## src/rtl/quiz_pkg.sv

```systemverilog
// rtl/quiz_pkg.sv - shared constants for the quiz datapath: answer ROM, button width, debounce length.
package quiz_pkg;

  localparam int BOTAO_W         = 4;
  localparam int DEBOUNCE_CYCLES = 4;
  localparam int GABARITO_N      = 16;

  // One-hot correct answer for each round, indexed by the round counter.
  localparam logic [BOTAO_W-1:0] GABARITO [GABARITO_N] = '{
    4'b0010, 4'b0001, 4'b1000, 4'b0100, 4'b0001, 4'b0010, 4'b0100, 4'b1000,
    4'b0100, 4'b0001, 4'b0010, 4'b1000, 4'b0001, 4'b0100, 4'b1000, 4'b0010
  };

endpackage

```

## src/rtl/detector_jogada.sv

```systemverilog
// rtl/detector_jogada.sv - button synchroniser, optional debouncer (QUIZ_DEBOUNCE_EN) and press-edge detector.
module detector_jogada
  import quiz_pkg::*;
(
  input  logic               clock,
  input  logic               reset,
  input  logic [BOTAO_W-1:0] botoes,
  output logic               jogada,
  output logic [BOTAO_W-1:0] botao
);

  logic [BOTAO_W-1:0] sync1_q, sync1_d;
  logic [BOTAO_W-1:0] sync2_q, sync2_d;
  logic [BOTAO_W-1:0] filtrado;
  logic               any_prev_q, any_prev_d;
  logic               jogada_q, jogada_d;

`ifdef QUIZ_DEBOUNCE_EN
  localparam int CNT_W = $clog2(DEBOUNCE_CYCLES + 1);

  logic [BOTAO_W-1:0] deb_q, deb_d;
  logic [BOTAO_W-1:0] cand_q, cand_d;
  logic [CNT_W-1:0]   cnt_q, cnt_d;

  // cand tracks the value being timed; any change restarts the stability window.
  always_comb begin
    deb_d  = deb_q;
    cand_d = cand_q;
    cnt_d  = cnt_q;
    if (sync2_q == deb_q) begin
      cnt_d  = '0;
      cand_d = sync2_q;
    end else if (sync2_q != cand_q) begin
      cand_d = sync2_q;
      cnt_d  = CNT_W'(1);
    end else if (cnt_q == CNT_W'(DEBOUNCE_CYCLES - 1)) begin
      deb_d = sync2_q;
      cnt_d = '0;
    end else begin
      cnt_d = cnt_q + 1'b1;
    end
  end

  always_ff @(posedge clock or posedge reset) begin
    if (reset) begin
      deb_q  <= '0;
      cand_q <= '0;
      cnt_q  <= '0;
    end else begin
      deb_q  <= deb_d;
      cand_q <= cand_d;
      cnt_q  <= cnt_d;
    end
  end

  assign filtrado = deb_q;
`else
  assign filtrado = sync2_q;
`endif

  always_comb begin
    sync1_d    = botoes;
    sync2_d    = sync1_q;
    any_prev_d = |filtrado;
    jogada_d   = (|filtrado) & ~any_prev_q;
  end

  always_ff @(posedge clock or posedge reset) begin
    if (reset) begin
      sync1_q    <= '0;
      sync2_q    <= '0;
      any_prev_q <= 1'b0;
      jogada_q   <= 1'b0;
    end else begin
      sync1_q    <= sync1_d;
      sync2_q    <= sync2_d;
      any_prev_q <= any_prev_d;
      jogada_q   <= jogada_d;
    end
  end

  assign jogada = jogada_q;
  assign botao  = filtrado;

endmodule

```

## src/rtl/fluxo_dados_quiz.sv

```systemverilog
// rtl/fluxo_dados_quiz.sv - quiz game datapath: round/entry/timer/score counters, R/M registers, status flags.
// Button debouncing is enabled by defining QUIZ_DEBOUNCE_EN.
module fluxo_dados_quiz
  import quiz_pkg::*;
#(
  parameter int N_RODADAS = 16,
  parameter int T_MOSTRA  = 1000,
  parameter int T_RESP_0  = 3000,
  parameter int T_RESP_1  = 1500,
  parameter int TMR_W     = 16
) (
  input  logic                         clock,
  input  logic                         reset,
  input  logic                         zeraR,
  input  logic                         zeraE,
  input  logic                         zeraS,
  input  logic                         zeraM,
  input  logic                         zeraTMR,
  input  logic                         zeraL,
  input  logic                         registraR,
  input  logic                         registraM,
  input  logic                         contaE,
  input  logic                         contaS,
  input  logic                         contaTMR,
  input  logic [BOTAO_W-1:0]           botoes,
  input  logic                         modo,
  output logic                         jogada,
  output logic                         igual,
  output logic                         timeout,
  output logic                         enderecoIgualSequencia,
  output logic                         fimE,
  output logic                         fimS,
  output logic                         fimTMR,
  output logic [$clog2(N_RODADAS)-1:0] db_rodada,
  output logic [BOTAO_W-1:0]           db_jogada,
  output logic [$clog2(N_RODADAS):0]   db_acertos
);

  localparam int S_W = $clog2(N_RODADAS);
  localparam int L_W = S_W + 1;

  localparam logic [S_W-1:0]   S_MAX      = S_W'(N_RODADAS - 1);
  localparam logic [L_W-1:0]   L_MAX      = L_W'(N_RODADAS);
  localparam logic [TMR_W-1:0] LIM_MOSTRA = TMR_W'(T_MOSTRA - 1);
  localparam logic [TMR_W-1:0] LIM_RESP_0 = TMR_W'(T_RESP_0 - 1);
  localparam logic [TMR_W-1:0] LIM_RESP_1 = TMR_W'(T_RESP_1 - 1);

  logic [S_W-1:0]     s_q, s_d;
  logic [S_W-1:0]     e_q, e_d;
  logic [TMR_W-1:0]   tmr_q, tmr_d;
  logic [BOTAO_W-1:0] r_q, r_d;
  logic               m_q, m_d;
  logic [L_W-1:0]     l_q, l_d;
  logic [BOTAO_W-1:0] botao;

  detector_jogada u_detector (
    .clock  (clock),
    .reset  (reset),
    .botoes (botoes),
    .jogada (jogada),
    .botao  (botao)
  );

  assign igual = (r_q == GABARITO[s_q]);

  // Every clear outranks the count/load strobe of the same register.
  always_comb begin
    s_d   = s_q;
    e_d   = e_q;
    tmr_d = tmr_q;
    r_d   = r_q;
    m_d   = m_q;
    l_d   = l_q;

    if (zeraS)                        s_d = '0;
    else if (contaS && s_q != S_MAX)  s_d = s_q + 1'b1;

    if (zeraE)                        e_d = '0;
    else if (contaE)                  e_d = (e_q == S_MAX) ? '0 : e_q + 1'b1;

    if (zeraTMR)                      tmr_d = '0;
    else if (contaTMR && tmr_q != '1) tmr_d = tmr_q + 1'b1;

    if (zeraR)                        r_d = '0;
    else if (registraR)               r_d = botao;

    if (zeraM)                        m_d = 1'b0;
    else if (registraM)               m_d = modo;

    // Score follows the round being closed, even on the saturated last round.
    if (zeraL)                                   l_d = '0;
    else if (contaS && igual && l_q != L_MAX)    l_d = l_q + 1'b1;
  end

  always_ff @(posedge clock or posedge reset) begin
    if (reset) begin
      s_q   <= '0;
      e_q   <= '0;
      tmr_q <= '0;
      r_q   <= '0;
      m_q   <= 1'b0;
      l_q   <= '0;
    end else begin
      s_q   <= s_d;
      e_q   <= e_d;
      tmr_q <= tmr_d;
      r_q   <= r_d;
      m_q   <= m_d;
      l_q   <= l_d;
    end
  end

  assign timeout                = tmr_q >= (m_q ? LIM_RESP_1 : LIM_RESP_0);
  assign enderecoIgualSequencia = (e_q == s_q);
  assign fimE                   = (e_q == S_MAX);
  assign fimS                   = (s_q == S_MAX);
  assign fimTMR                 = (tmr_q >= LIM_MOSTRA);
  assign db_rodada              = s_q;
  assign db_jogada              = r_q;
  assign db_acertos             = l_q;

endmodule

```

## config.mk

```make
export PLATFORM = sky130hd
export DESIGN_NAME = fluxo_dados_quiz
export DESIGN_NICKNAME = d
export VERILOG_FILES = /design/src/rtl/quiz_pkg.sv /design/src/rtl/detector_jogada.sv /design/src/rtl/fluxo_dados_quiz.sv
export SDC_FILE = /design/constraint.sdc
export NUM_CORES = 1
export LEC_CHECK = 0
export BUFFER_PORTS_ARGS = -buffer_cell sky130_fd_sc_hd__clkbuf_2
export CAP_MARGIN = 5
export CELL_PAD_IN_SITES_DETAIL_PLACEMENT = 0
export CELL_PAD_IN_SITES_GLOBAL_PLACEMENT = 1
export CORE_ASPECT_RATIO = 0.9
export CORE_MARGIN = 2
export CORE_UTILIZATION = 47
export CTS_CLUSTER_SIZE = 40
export DETAILED_ROUTE_END_ITERATION = 6
export PLACE_DENSITY = 0.85
export SLEW_MARGIN = 25
export SYNTH_ARGS = -nofsm -noshare
export SYNTH_HDL_FRONTEND = slang
export SYNTH_SLANG_ARGS = --single-unit
```

## constraint.sdc

```tcl
create_clock -name clock -period 5.8 [get_ports clock]
set_input_delay 0.58 -clock clock [delete_from_list [all_inputs] [get_ports clock]]
set_output_delay 0.58 -clock clock [all_outputs]
set_load 0.01 [all_outputs]
```

Yosys cells after proc, flatten, opt, wreduce, memory -nomap -nowiden

Memory sizes are Yosys's and may differ from the RTL's.
Index checks and enable logic that the tools add are counted.

Register bits: 44
Memory bits (read-only): 64
Output and inout port bits: 20
Memories kept: 1

Add/subtract/negate cells: 4
$lt $le $gt $ge: 3
Equal/unequal tests: 7
Muxes and demuxes: 16
Bitwise operators: 3
Reduce and logical (&&, ||, !) cells: 11

Memories:

| name            | depth | width | rd ports | clocked after Yosys merged registers in | wr ports | line                   | text |
|---|---|---|---|---|---|---|---|
| (no name shown) | 16    | 4     | 1        | 0                                       | 0        | fluxo_dados_quiz.sv:64 | `assign igual = (r_q == GABARITO[s_q]);` |

Operator list:

| kind                                                  | number |
|---|---|
| two-way mux 4 bit                                     | 9 |
| two-way mux 16 bit                                    | 2 |
| adder 16 x 1 -> 16 bit, second input constant         | 1 |
| >= comparator 16 x 10 -> 1 bit, second input constant | 1 |
| >= comparator 16 x 12 -> 1 bit                        | 1 |
| inequality test 16 bit, second input constant         | 1 |
| two-way mux 12 bit                                    | 1 |
| nonzero test 2 bit                                    | 6 |
| two-way mux 5 bit                                     | 2 |
| adder 4 x 1 -> 4 bit, second input constant           | 2 |
| == test 4 bit                                         | 2 |
| == test 4 bit, second input constant                  | 2 |
| adder 5 x 1 -> 5 bit, second input constant           | 1 |
| >= comparator 5 bit, second input constant            | 1 |
| inequality test 5 bit, second input constant          | 1 |
| inverter 4 -> 5 bit                                   | 1 |
| logical AND 1 bit                                     | 4 |
| inequality test 4 bit, second input constant          | 1 |
| OR reduction 4 bit                                    | 1 |
| two-way mux 1 bit                                     | 2 |
| AND 1 bit                                             | 1 |
| inverter 1 bit                                        | 1 |

Longest topological paths before layout

Gate-level depths: netlist of the first run.

Word-level depth: 9
Gate-level depth with buffers: 7
Depth with buffers taken out: 7

Modules after synthesis

A second synthesis of the first run with hierarchy kept.

Cells, all modules: 242
Area total of the unflattened synthesis: 2486.1 µm²

By module, submodules not included:

| module           | times used | cells each | area an instance (µm²) |
|---|---|---|---|
| fluxo_dados_quiz | 1          | 229        | 2207.1 |
| detector_jogada  | 1          | 13         | 279.0 |

Least setup slack after synthesis of the first run

No wires, ideal clock.

Path type: register -> output
From: register s_q[0] (netlist: db_rodada[0])
To: output port igual
Arrival time: 1609 ps
Path slack: 3611 ps
Stages on the path, launching flop included: 7
Path through: dfrtp_1 > inv_1 > ha_1 > mux2i_1 > xor2_1 > mux2i_2 > nor3_1

Longest elaborated chain between the ends: 5

Ends and longest elaborated chain:

| item                                                 | line                    | text |
|---|---|---|
| start, declared                                      | fluxo_dados_quiz.sv:48  | `logic [S_W-1:0] s_q, s_d;` |
| start signal, assigned                               | fluxo_dados_quiz.sv:97  | `s_q <= '0;` |
| start signal, assigned                               | fluxo_dados_quiz.sv:104 | `s_q <= s_d;` |
| inverter 4 -> 5 bit (implied by the code)            | fluxo_dados_quiz.sv:64  |  |
| memory (16 x 4 bit)                                  | n/a                     |  |
| two-way mux 4 bit (implied by the code) (2 in a row) | fluxo_dados_quiz.sv:64  |  |
| == test 4 bit                                        | fluxo_dados_quiz.sv:64  |  |
| end, declared                                        | fluxo_dados_quiz.sv:28  | `output logic igual,` |

No other way between the ends. The select of a mux whose other input is x is not followed.

Worst setup path in the final report of the first run

Ends and elaborated chain as after synthesis.

==> results of run 1 <==
## cell type report
type,count,area (um^2)
clock buffer,5,68.8
clock inverter,3,46.3
fill,489,2320
inverter,7,26.3
multi-input combinational,188,1320
sequential,44,1100
tap,67,83.8
timing repair buffer,38,193
## final timing paths
| path | start | endpoint |
|---|---|---|
| setup / recovery | db_rodada[0]$_DFFE_PP0P_ | igual |
| hold / removal | u_detector.sync1_q[1]$_DFF_PP0_ | u_detector.botao[1]$_DFF_PP0_ |
| setup reg to reg | db_rodada[0]$_DFFE_PP0P_ | db_acertos[2]$_DFFE_PP0P_ |
| hold reg to reg | u_detector.sync1_q[1]$_DFF_PP0_ | u_detector.botao[1]$_DFF_PP0_ |
| max in group asynchronous | reset | u_detector.sync1_q[2]$_DFF_PP0_ |
| min in group asynchronous | reset | db_acertos[3]$_DFFE_PP0P_ |
## registers in the layout (all words and copies together), names as in the netlist
name                   cells
db_rodada                  4
u_detector.sync1_q         4
e_q                        4
tmr_q                     16
u_detector.jogada          1
u_detector.any_prev_q      1
u_detector.botao           4
db_acertos                 5
db_jogada                  4
m_q                        1
## through the flow
| stage | setup WS (ps) | cells | instance area, um^2 | total power [mW] |
|---|---|---|---|---|
| 6_report | 3210 | 352 | 2840 | 0.643 |
| 5_1_grt | 3020 | 352 | 2840 | 0.676 |
| 4_1_cts | 3180 | 352 | 2840 | 0.653 |
| 3_5_place_dp | 3520 | 344 | 2730 | 0.408 |
| 3_3_place_gp | 3570 | 344 | 2730 | 0.406 |
| 2_1_floorplan | 3610 | 246 | 2480 | 0.381 |
## logic make-up after synthesis
logic type / count (synthesis) / synth area share [%]
simple gates: 108 / 23.7
mux: 20 / 8.41
buf+inv: 14 / 2.52
fa+ha+maj: 15 / 7.55
xor+xnor: 23 / 8.11
compound gates: 22 / 5.39
flops: 44 / 44.3
## power by group
| group | switching (mW) | leakage [nW] | internal [mW] | total, mW |
|---|---|---|---|---|
| logic | 0.0414 | 0.758 | 0.0303 | 0.0717 |
| clock network | 0.113 | 0.0548 | 0.130 | 0.243 |
| registers | 0.0118 | 0.583 | 0.316 | 0.328 |
## layer usage
metal | GRT usage [%] | vias up | share of wire (%)
met2 | 26.6 | 37 | 43
met3 | 3.84 | 7 | 5.1
met1 | 25.0 | 877 | 50
met5 | 0 | - | 0
met4 | 6.78 | 0 | 1.5
li1 | - | 934 | -
## synth_stat cells (all sizes together)
cell      n
nor3      9
and4      4
a211oi    3
a21o      3
nor2     35
nand2b    6
o211ai    1
nor4bb    1
xnor2     7
and3      9
o2111ai   1
o21bai    1
and4b     1
o21ai     6
or3       1
and2      5
dfrtp    44
clkbuf    2
mux2      4
xor2     16
mux2i    16
ha       15
nand2    10
a21oi     7
nand3     8
nor2b     6
nor4      4
or4       2
nand4     4
inv       7
nor3b     2
nand3b    1
buf       5
==> metrics, run 1 <==
GRT overflow=0; Tmin final=around 2600 ps; WHS=352 ps; Crit-path slowest cell=dfrtp_1; Final nets=approximately 320; post-synth net total=279; critical path startpoint category=flop; clk_skew=around 6.0 ps; final cell utilization of the core=between 50% and 60%; Max-Cap Viols=0; CTS tree=done; Hold Buf Count CTS=0; Mapped Cells=about 250; fraction of layout cells with a size suffix above 1=a little under a fifth; WP depth=7; Slew HR=about 64%; synthesized area per cell=between 10 and 15 um^2; clock tree buffer depth=2; data required time at the worst endpoint=between 5000 and 6000 ps; Layout area overhead=14.3%; PD cells=around 230 nW/um^2; Final ANT Viol Nets=0; final setup vio count=0; Worst-path clk slew=approximately 90 ps; port bufs=37; Worst Path Buf+Inv=2; YS warnings=0; mapped cell area=2480 um^2; most frequent cells in the layout=dfrtp_1, clkbuf_2, nor2_1, xor2_1; FMAX=around 0.39 GHz; worst-path fanout max=6; Starting Density=between 40% and 50%; Largest stage delay, worst path=approximately 460 ps; antenna cells=0; CP endpoint kind=output port; leak pwr=about 1.4 nW; R2R Setup Slk=about 3600 ps; total wire length=4520 um; DP HPWL=3310 um; Die W=between 80 and 90 um; status=finished clean; first-pass GRT wire length=between 8000 and 9000 um; initial antenna violation count=0; maximum vdd drop=141 uV; largest area contributor in the netlist=dfrtp_1; Clock Sinks=44; Slew @ Worst Pin=approximately 550 ps; RSZ-0062 raised after global routing=no; Remaining DRCs=0; largest net degree at the start of global routing=45; WS Path Type=reg -> out; GPL Wtd Cong=between 0.7 and 0.8; Rows=25; CTS Buf Count=5; via count=approximately 1900; drt pass-1 iters=4; commonest non-fill, non-tap cell in the layout=dfrtp_1; Final Hold Vio Count=0; postcts setup bufs=0; R2R cell count=7; TNS Setup=0 ps; WP data arrival=~2000 ps; die area=roughly 5900 um^2; Die Ht=about 73 um; 1st-iter DRT viols=105; worst hold path depth=0; post-synthesis register bit count=44; CP Cell Sequence=inv_1, ha_1, mux2i_1, xor2_1, mux2i_2, nor3_1, clkbuf_2; core area=5160 um^2; HP Class=reg -> reg; H-tree levels=2; Netlist cell types=about 40; final slew viol count=0; gr usage total=17.6%; CTS resizes=0; Avg WL per Cell=~13 um; ranking of synthesized cells by area=dfrtp_1, ha_1, mux2i_1; sequential-to-total area share from yosys stat=between 40% and 50%; clock latency on the worst-skew pair=about 300 ps; Top Ports=38; CP delay by family, top=flip-flops; Yosys top cell area share=roughly 44%; CTS root buf=clkbuf_8; final period utilization=44.6%; number of global-route vias before repair=1725; via/cell ratio=5.27
(Power assumes the default switching activity.)
==> inputs of run 2 (changes only) <==
--- a/config.mk
+++ b/config.mk
@@ -11,10 +11,10 @@
 export CELL_PAD_IN_SITES_GLOBAL_PLACEMENT = 1
 export CORE_ASPECT_RATIO = 0.9
 export CORE_MARGIN = 2
-export CORE_UTILIZATION = 47
+export CORE_UTILIZATION = 40
 export CTS_CLUSTER_SIZE = 40
 export DETAILED_ROUTE_END_ITERATION = 6
-export PLACE_DENSITY = 0.85
+export PLACE_DENSITY = 0.77
 export SLEW_MARGIN = 25
 export SYNTH_ARGS = -nofsm -noshare
 export SYNTH_HDL_FRONTEND = slang
==> constraint.sdc (replaced) <==
create_clock -name clock -period 2.2 [get_ports clock]
set_input_delay 0.22 -clock clock [delete_from_list [all_inputs] [get_ports clock]]
set_output_delay 0.22 -clock clock [all_outputs]
set_load 0.01 [all_outputs]
==> metrics, run 2 (synthesis results as in run 1) <==
number of global-route vias before repair=1818 (was 1725); CTS Buf Count=5 (unchanged); commonest non-fill, non-tap cell in the layout=dfrtp_1 (unchanged); Rows=27 (was 25); CTS tree=done (unchanged); Layout area overhead=17.8% (was 14.3%); PnR worst setup slack=131 ps (was 3210 ps); DP HPWL=3670 um (was 3310 um); final slew viol count=0 (unchanged); end point of the critical path=db_acertos[2]$_DFFE_PP0P_ (was igual); antenna cells=0 (unchanged); dpl ws=19.0 ps (was 3520 ps); final setup vio count=0 (unchanged); met3 Usage GRT=3.43% (was 3.84%); critical path startpoint category=flop (unchanged); power consumption=1.60 mW (was 0.643 mW); Slew HR=43.5% (was 63.5%); via count=1871 (was 1855); Max-Cap Viols=0 (unchanged); data required time at the worst endpoint=2380 ps (was 5220 ps); WP data arrival=2250 ps (was 2010 ps); fraction of layout cells with a size suffix above 1=23.9% (was 18.2%); max reg flops=16 (unchanged); HP Class=in -> reg (was reg -> reg); Slew @ Worst Pin=843 ps (was 547 ps); total wire length=4970 um (was 4520 um); CTS root buf=clkbuf_8 (unchanged); M1 GR Usage=23.3% (was 25.0%); maximum vdd drop=460 uV (was 141 uV); largest net degree at the start of global routing=24 (was 45); GPL Wtd Cong=0.809 (was 0.798); 1st-iter DRT viols=52 (was 105); Die Ht=78.8 um (was 73.0 um); most flop-heavy register=tmr_q (unchanged); port bufs=37 (unchanged); Final Hold Vio Count=0 (unchanged); drt pass-1 iters=4 (unchanged); clock latency on the worst-skew pair=290 ps (was 300 ps); PD cells=546 nW/um^2 (was 226 nW/um^2); Avg WL per Cell=13.6 um (was 12.8 um); R2R cell count=6 (was 7); CP endpoint kind=flop (was output port); WS Path Type=reg -> reg (was reg -> out); reg-to-reg endpoint=db_acertos[2]$_DFFE_PP0P_ (unchanged); Tmin final=2070 ps; Worst-path clk slew=90 ps (about the same); Final nets=325 (was 317); status=finished clean (unchanged); worst-path fanout max=7 (was 6); final period utilization=a little over nine tenths; worst reg2reg startpoint=db_rodada[0]$_DFFE_PP0P_ (unchanged); via/cell ratio=5.13 (was 5.27); GRT overflow=0 (unchanged); CP startpoint=db_rodada[0]$_DFFE_PP0P_ (unchanged); Die W=87.1 um (was 80.6 um); Top Ports=38 (unchanged); FMAX=between 0.4 and 0.5 GHz; TNS Setup=0 ps (unchanged); Clock Sinks=44 (unchanged); Remaining DRCs=0 (unchanged); most frequent cells in the layout=dfrtp_1, clkbuf_2, nor2_1, xor2_1, mux2i_1 (was dfrtp_1, clkbuf_2, nor2_1, xor2_1); GRT Max-Usage Layer=met2 (unchanged); first-pass GRT wire length=8780 um (was 8010 um); gr usage total=16.0% (was 17.6%); Final ANT Viol Nets=0 (unchanged); initial antenna violation count=0 (unchanged); leak pwr=1.42 nW (was 1.40 nW); met2 Usage GRT=24.2% (was 26.6%); clock tree buffer depth=2 (unchanged); H-tree levels=2 (unchanged); core area=6050 um^2 (was 5160 um^2); R2R Setup Slk=130 ps (was 3620 ps); clk_skew=8.06 ps (was 5.97 ps); Starting Density=41.1% (was 48.1%); die area=6860 um^2 (was 5890 um^2)
## run 2: worst min path at each step
stage / depth (start not counted) / from / slack, ps / end
after floorplan: 0 / botoes[0] / 250 / u_detector.sync1_q[0]$_DFF_PP0_
after global placement: 2 / reset / 310 / u_detector.sync1_q[3]$_DFF_PP0_
after detailed placement: 2 / reset / 310 / u_detector.sync1_q[3]$_DFF_PP0_
after CTS: 1 / botoes[2] / 20 / u_detector.sync1_q[2]$_DFF_PP0_
after global routing: 1 / botoes[3] / 10 / u_detector.sync1_q[3]$_DFF_PP0_
final: 1 / botoes[3] / 30 / u_detector.sync1_q[3]$_DFF_PP0_
## run 2: routing by layer
layer,vias up,routed length (um)
li1,948,-
met1,898,2490
met2,23,2300
met3,2,155
met4,0,29
met5,-,0
## run 2: area by class of cell
type	instances	area, um^2
clock buffer	5	68.8
clock inverter	3	23.8
fill	600	3120
inverter	7	26.3
multi-input combinational	188	1350
sequential	44	1110
tap	72	90.1
timing repair buffer	46	268
## run 2: power by group
group          internal (mW)  switching [mW]
Clock                  0.225           0.290
Combinational         0.0970           0.120
Sequential             0.835          0.0304
## run 2: stage by stage
| step | hold slack [ps] | utilization, % | instances | instance area (um^2) |
|---|---|---|---|---|
| floorplan | 251 | - | 246 | 2480 |
| global placement | 308 | 45.6 | 351 | 2760 |
| detailed placement | 308 | 45.6 | 351 | 2760 |
| CTS | 20.1 | 47.7 | 362 | 2880 |
| global route | 12.3 | 48.4 | 365 | 2930 |
| finish | 28.0 | 48.4 | 365 | 2930 |
## run 2: timing repair
item                                   4_1_cts  5_1_grt
pin swaps                                    0        3
setup endpoints to repair                    1        5
hold buffers                                 1        0
setup buffers                                2        3
endpoints found under the hold margin       22        0
resized for setup                            3       11
## run 2: worst max-delay path, cell delays in order (launching register included)
cell	delay [ps]
dfrtp_2	450
ha_2	240
mux2i_1	170
xor2_1	250
mux2i_4	150
nor4_1	350
mux2_1	360
==> inputs of run 3 (changes only) <==
--- a/config.mk
+++ b/config.mk
@@ -14,6 +14,7 @@
 export CORE_UTILIZATION = 40
 export CTS_CLUSTER_SIZE = 40
 export DETAILED_ROUTE_END_ITERATION = 6
+export MAX_ROUTING_LAYER = met4
 export PLACE_DENSITY = 0.77
 export SLEW_MARGIN = 25
 export SYNTH_ARGS = -nofsm -noshare
==> metrics, run 3 (synthesis results as in run 1) <==
status=finished clean (unchanged); clock tree buffer depth=2 (unchanged); HP Class=in -> reg (unchanged); Top Ports=38 (unchanged); via/cell ratio=5.14 (was 5.13); GPL Wtd Cong=0.820 (was 0.809); leak pwr=1.42 nW (unchanged); Die W=87.1 um (unchanged); die area=6860 um^2 (unchanged); worst-path fanout max=7 (unchanged); Worst-path clk slew=90 ps (about the same); PD cells=546 nW/um^2 (about the same); total wire length=4980 um (was 4970 um); H-tree levels=2 (unchanged); first-pass GRT wire length=8780 um (about the same); Slew @ Worst Pin=849 ps (was 843 ps); Crit-path slowest cell=dfrtp_2 (unchanged); GRT overflow=0 (unchanged); data required time at the worst endpoint=2380 ps (about the same); FMAX=0.483 GHz (unchanged); max reg flops=16 (unchanged); Largest stage delay, worst path=450 ps (about the same); initial antenna violation count=0 (unchanged); CTS root buf=clkbuf_8 (unchanged); CTS Buf Count=5 (unchanged); final setup vio count=0 (unchanged); via count=1877 (was 1871); most frequent cells in the layout=dfrtp_1, clkbuf_2, nor2_1, xor2_1, mux2i_1 (unchanged); Slew HR=43.1% (was 43.5%); DP HPWL=3670 um (unchanged); PnR worst setup slack=131 ps (unchanged); Rows=27 (unchanged); largest net degree at the start of global routing=24 (unchanged); CP Cell Sequence=ha_2, mux2i_1, xor2_1, mux2i_4, nor4_1, mux2_1 (unchanged); R2R Setup Slk=130 ps (about the same); WS Path Type=reg -> reg (unchanged); Layout area overhead=17.8% (unchanged); Final ANT Viol Nets=0 (unchanged); TNS Setup=0 ps (unchanged); Avg WL per Cell=13.7 um (was 13.6 um); commonest non-fill, non-tap cell in the layout=dfrtp_1 (unchanged); number of global-route vias before repair=1819 (was 1818); port bufs=37 (unchanged); final slew viol count=0 (unchanged); fraction of layout cells with a size suffix above 1=23.9% (unchanged); dpl ws=19.0 ps (unchanged); Final Hold Vio Count=0 (unchanged); Max-Cap Viols=0 (unchanged); 1st-iter DRT viols=53 (was 52); CP endpoint kind=flop (unchanged); Die Ht=78.8 um (unchanged); most flop-heavy register=tmr_q (unchanged); gr usage total=16.4% (was 16.0%); Remaining DRCs=0 (unchanged); antenna cells=0 (unchanged); Tmin final=2070 ps (unchanged); Multi-input gate area=1350 um^2 (unchanged); Clock Sinks=44 (unchanged); maximum vdd drop=460 uV (about the same); clk_skew=8.69 ps (was 8.06 ps); core area=6050 um^2 (unchanged); critical path startpoint category=flop (unchanged); Final nets=325 (unchanged); final period utilization=94.1% (unchanged); WP data arrival=2250 ps (about the same); FF/Latch Area=1110 um^2 (unchanged); CTS tree=done (unchanged); drt pass-1 iters=4 (unchanged); FILL cells=600 (unchanged); Starting Density=41.1% (unchanged); clock latency on the worst-skew pair=290 ps (about the same)
==> run 3: cell counts in the layout (fill, tap and decap cells not counted) <==
No cell type changed its count.
==> run 3: cell type report <==
| type | instances | area share [%] |
|---|---|---|
| Multi-Input combinational cell | 188 | 45.9 |
| Clock buffer | 5 | 2.35 |
| Tap cell | 72 | 3.08 |
| Sequential cell | 44 | 37.8 |
| Timing Repair Buffer | 46 | 9.15 |
| Inverter | 7 | 0.897 |
| Clock inverter | 3 | 0.812 |
==> run 3: worst paths after layout <==
| path | start | to | depth (start not counted) |
|---|---|---|---|
| worst max-delay path | db_rodada[0]$_DFFE_PP0P_ | db_acertos[2]$_DFFE_PP0P_ | 6 |
| worst min-delay path | botoes[3] | u_detector.sync1_q[3]$_DFF_PP0_ | 1 |
| worst max register to register | db_rodada[0]$_DFFE_PP0P_ | db_acertos[2]$_DFFE_PP0P_ | 6 |
| worst min register to register | u_detector.sync1_q[0]$_DFF_PP0_ | u_detector.botao[0]$_DFF_PP0_ | 0 |
| max in group asynchronous | reset | db_rodada[1]$_DFFE_PP0P_ | 4 |
| min in group asynchronous | reset | tmr_q[0]$_DFFE_PP0P_ | 3 |
==> run 3: repair_timing <==
item | in CTS | in global routing
hold buffers | 1 | 0
endpoints found under the setup margin | 1 | 5
pin swaps | 0 | 3
buffers inserted | 2 | 3
gates resized for setup | 3 | 11
endpoints found under the hold margin | 22 | 0
==> run 3: where the power goes <==
group | switching (mW) | internal, mW
Sequential | 0.0303 | 0.835
Combinational | 0.120 | 0.0969
Clock | 0.291 | 0.225
Total | 0.441 | 1.16
==> run 3: worst max-delay path, delay by kind of cell, from the launching register on <==
kind,cells,cell delay (ps)
adder cells (fa/ha/maj),1,240
multiplexers,3,680
XOR/XNOR,1,250
AND/OR/NAND/NOR,1,350
flip-flops,1,450
==> run 3: through the flow <==
stage | cells | area [um^2] | hold WS [ps] | power, mW | util, %
final | 365 | 2930 | 27.6 | 1.60 | 48.4
after global routing | 365 | 2930 | 12.3 | 1.69 | 48.4
after CTS | 362 | 2880 | 20.1 | 1.61 | 47.7
after detailed placement | 351 | 2760 | 308 | 1.08 | 45.6
after global placement | 351 | 2760 | 308 | 1.08 | 45.6
after floorplan | 246 | 2480 | 251 | 1.01 | -
==> run 3: layer usage <==
layer / wire, um / share of wire [%] / global-route usage (%) / up-vias
met4: 28 / 0.56 / 3.75 / 0
met2: 2300 / 46 / 24.2 / 23
met3: 156 / 3.1 / 3.43 / 2
met5: 0 / 0 / - / -
li1: - / - / - / 949
met1: 2490 / 50 / 23.3 / 903
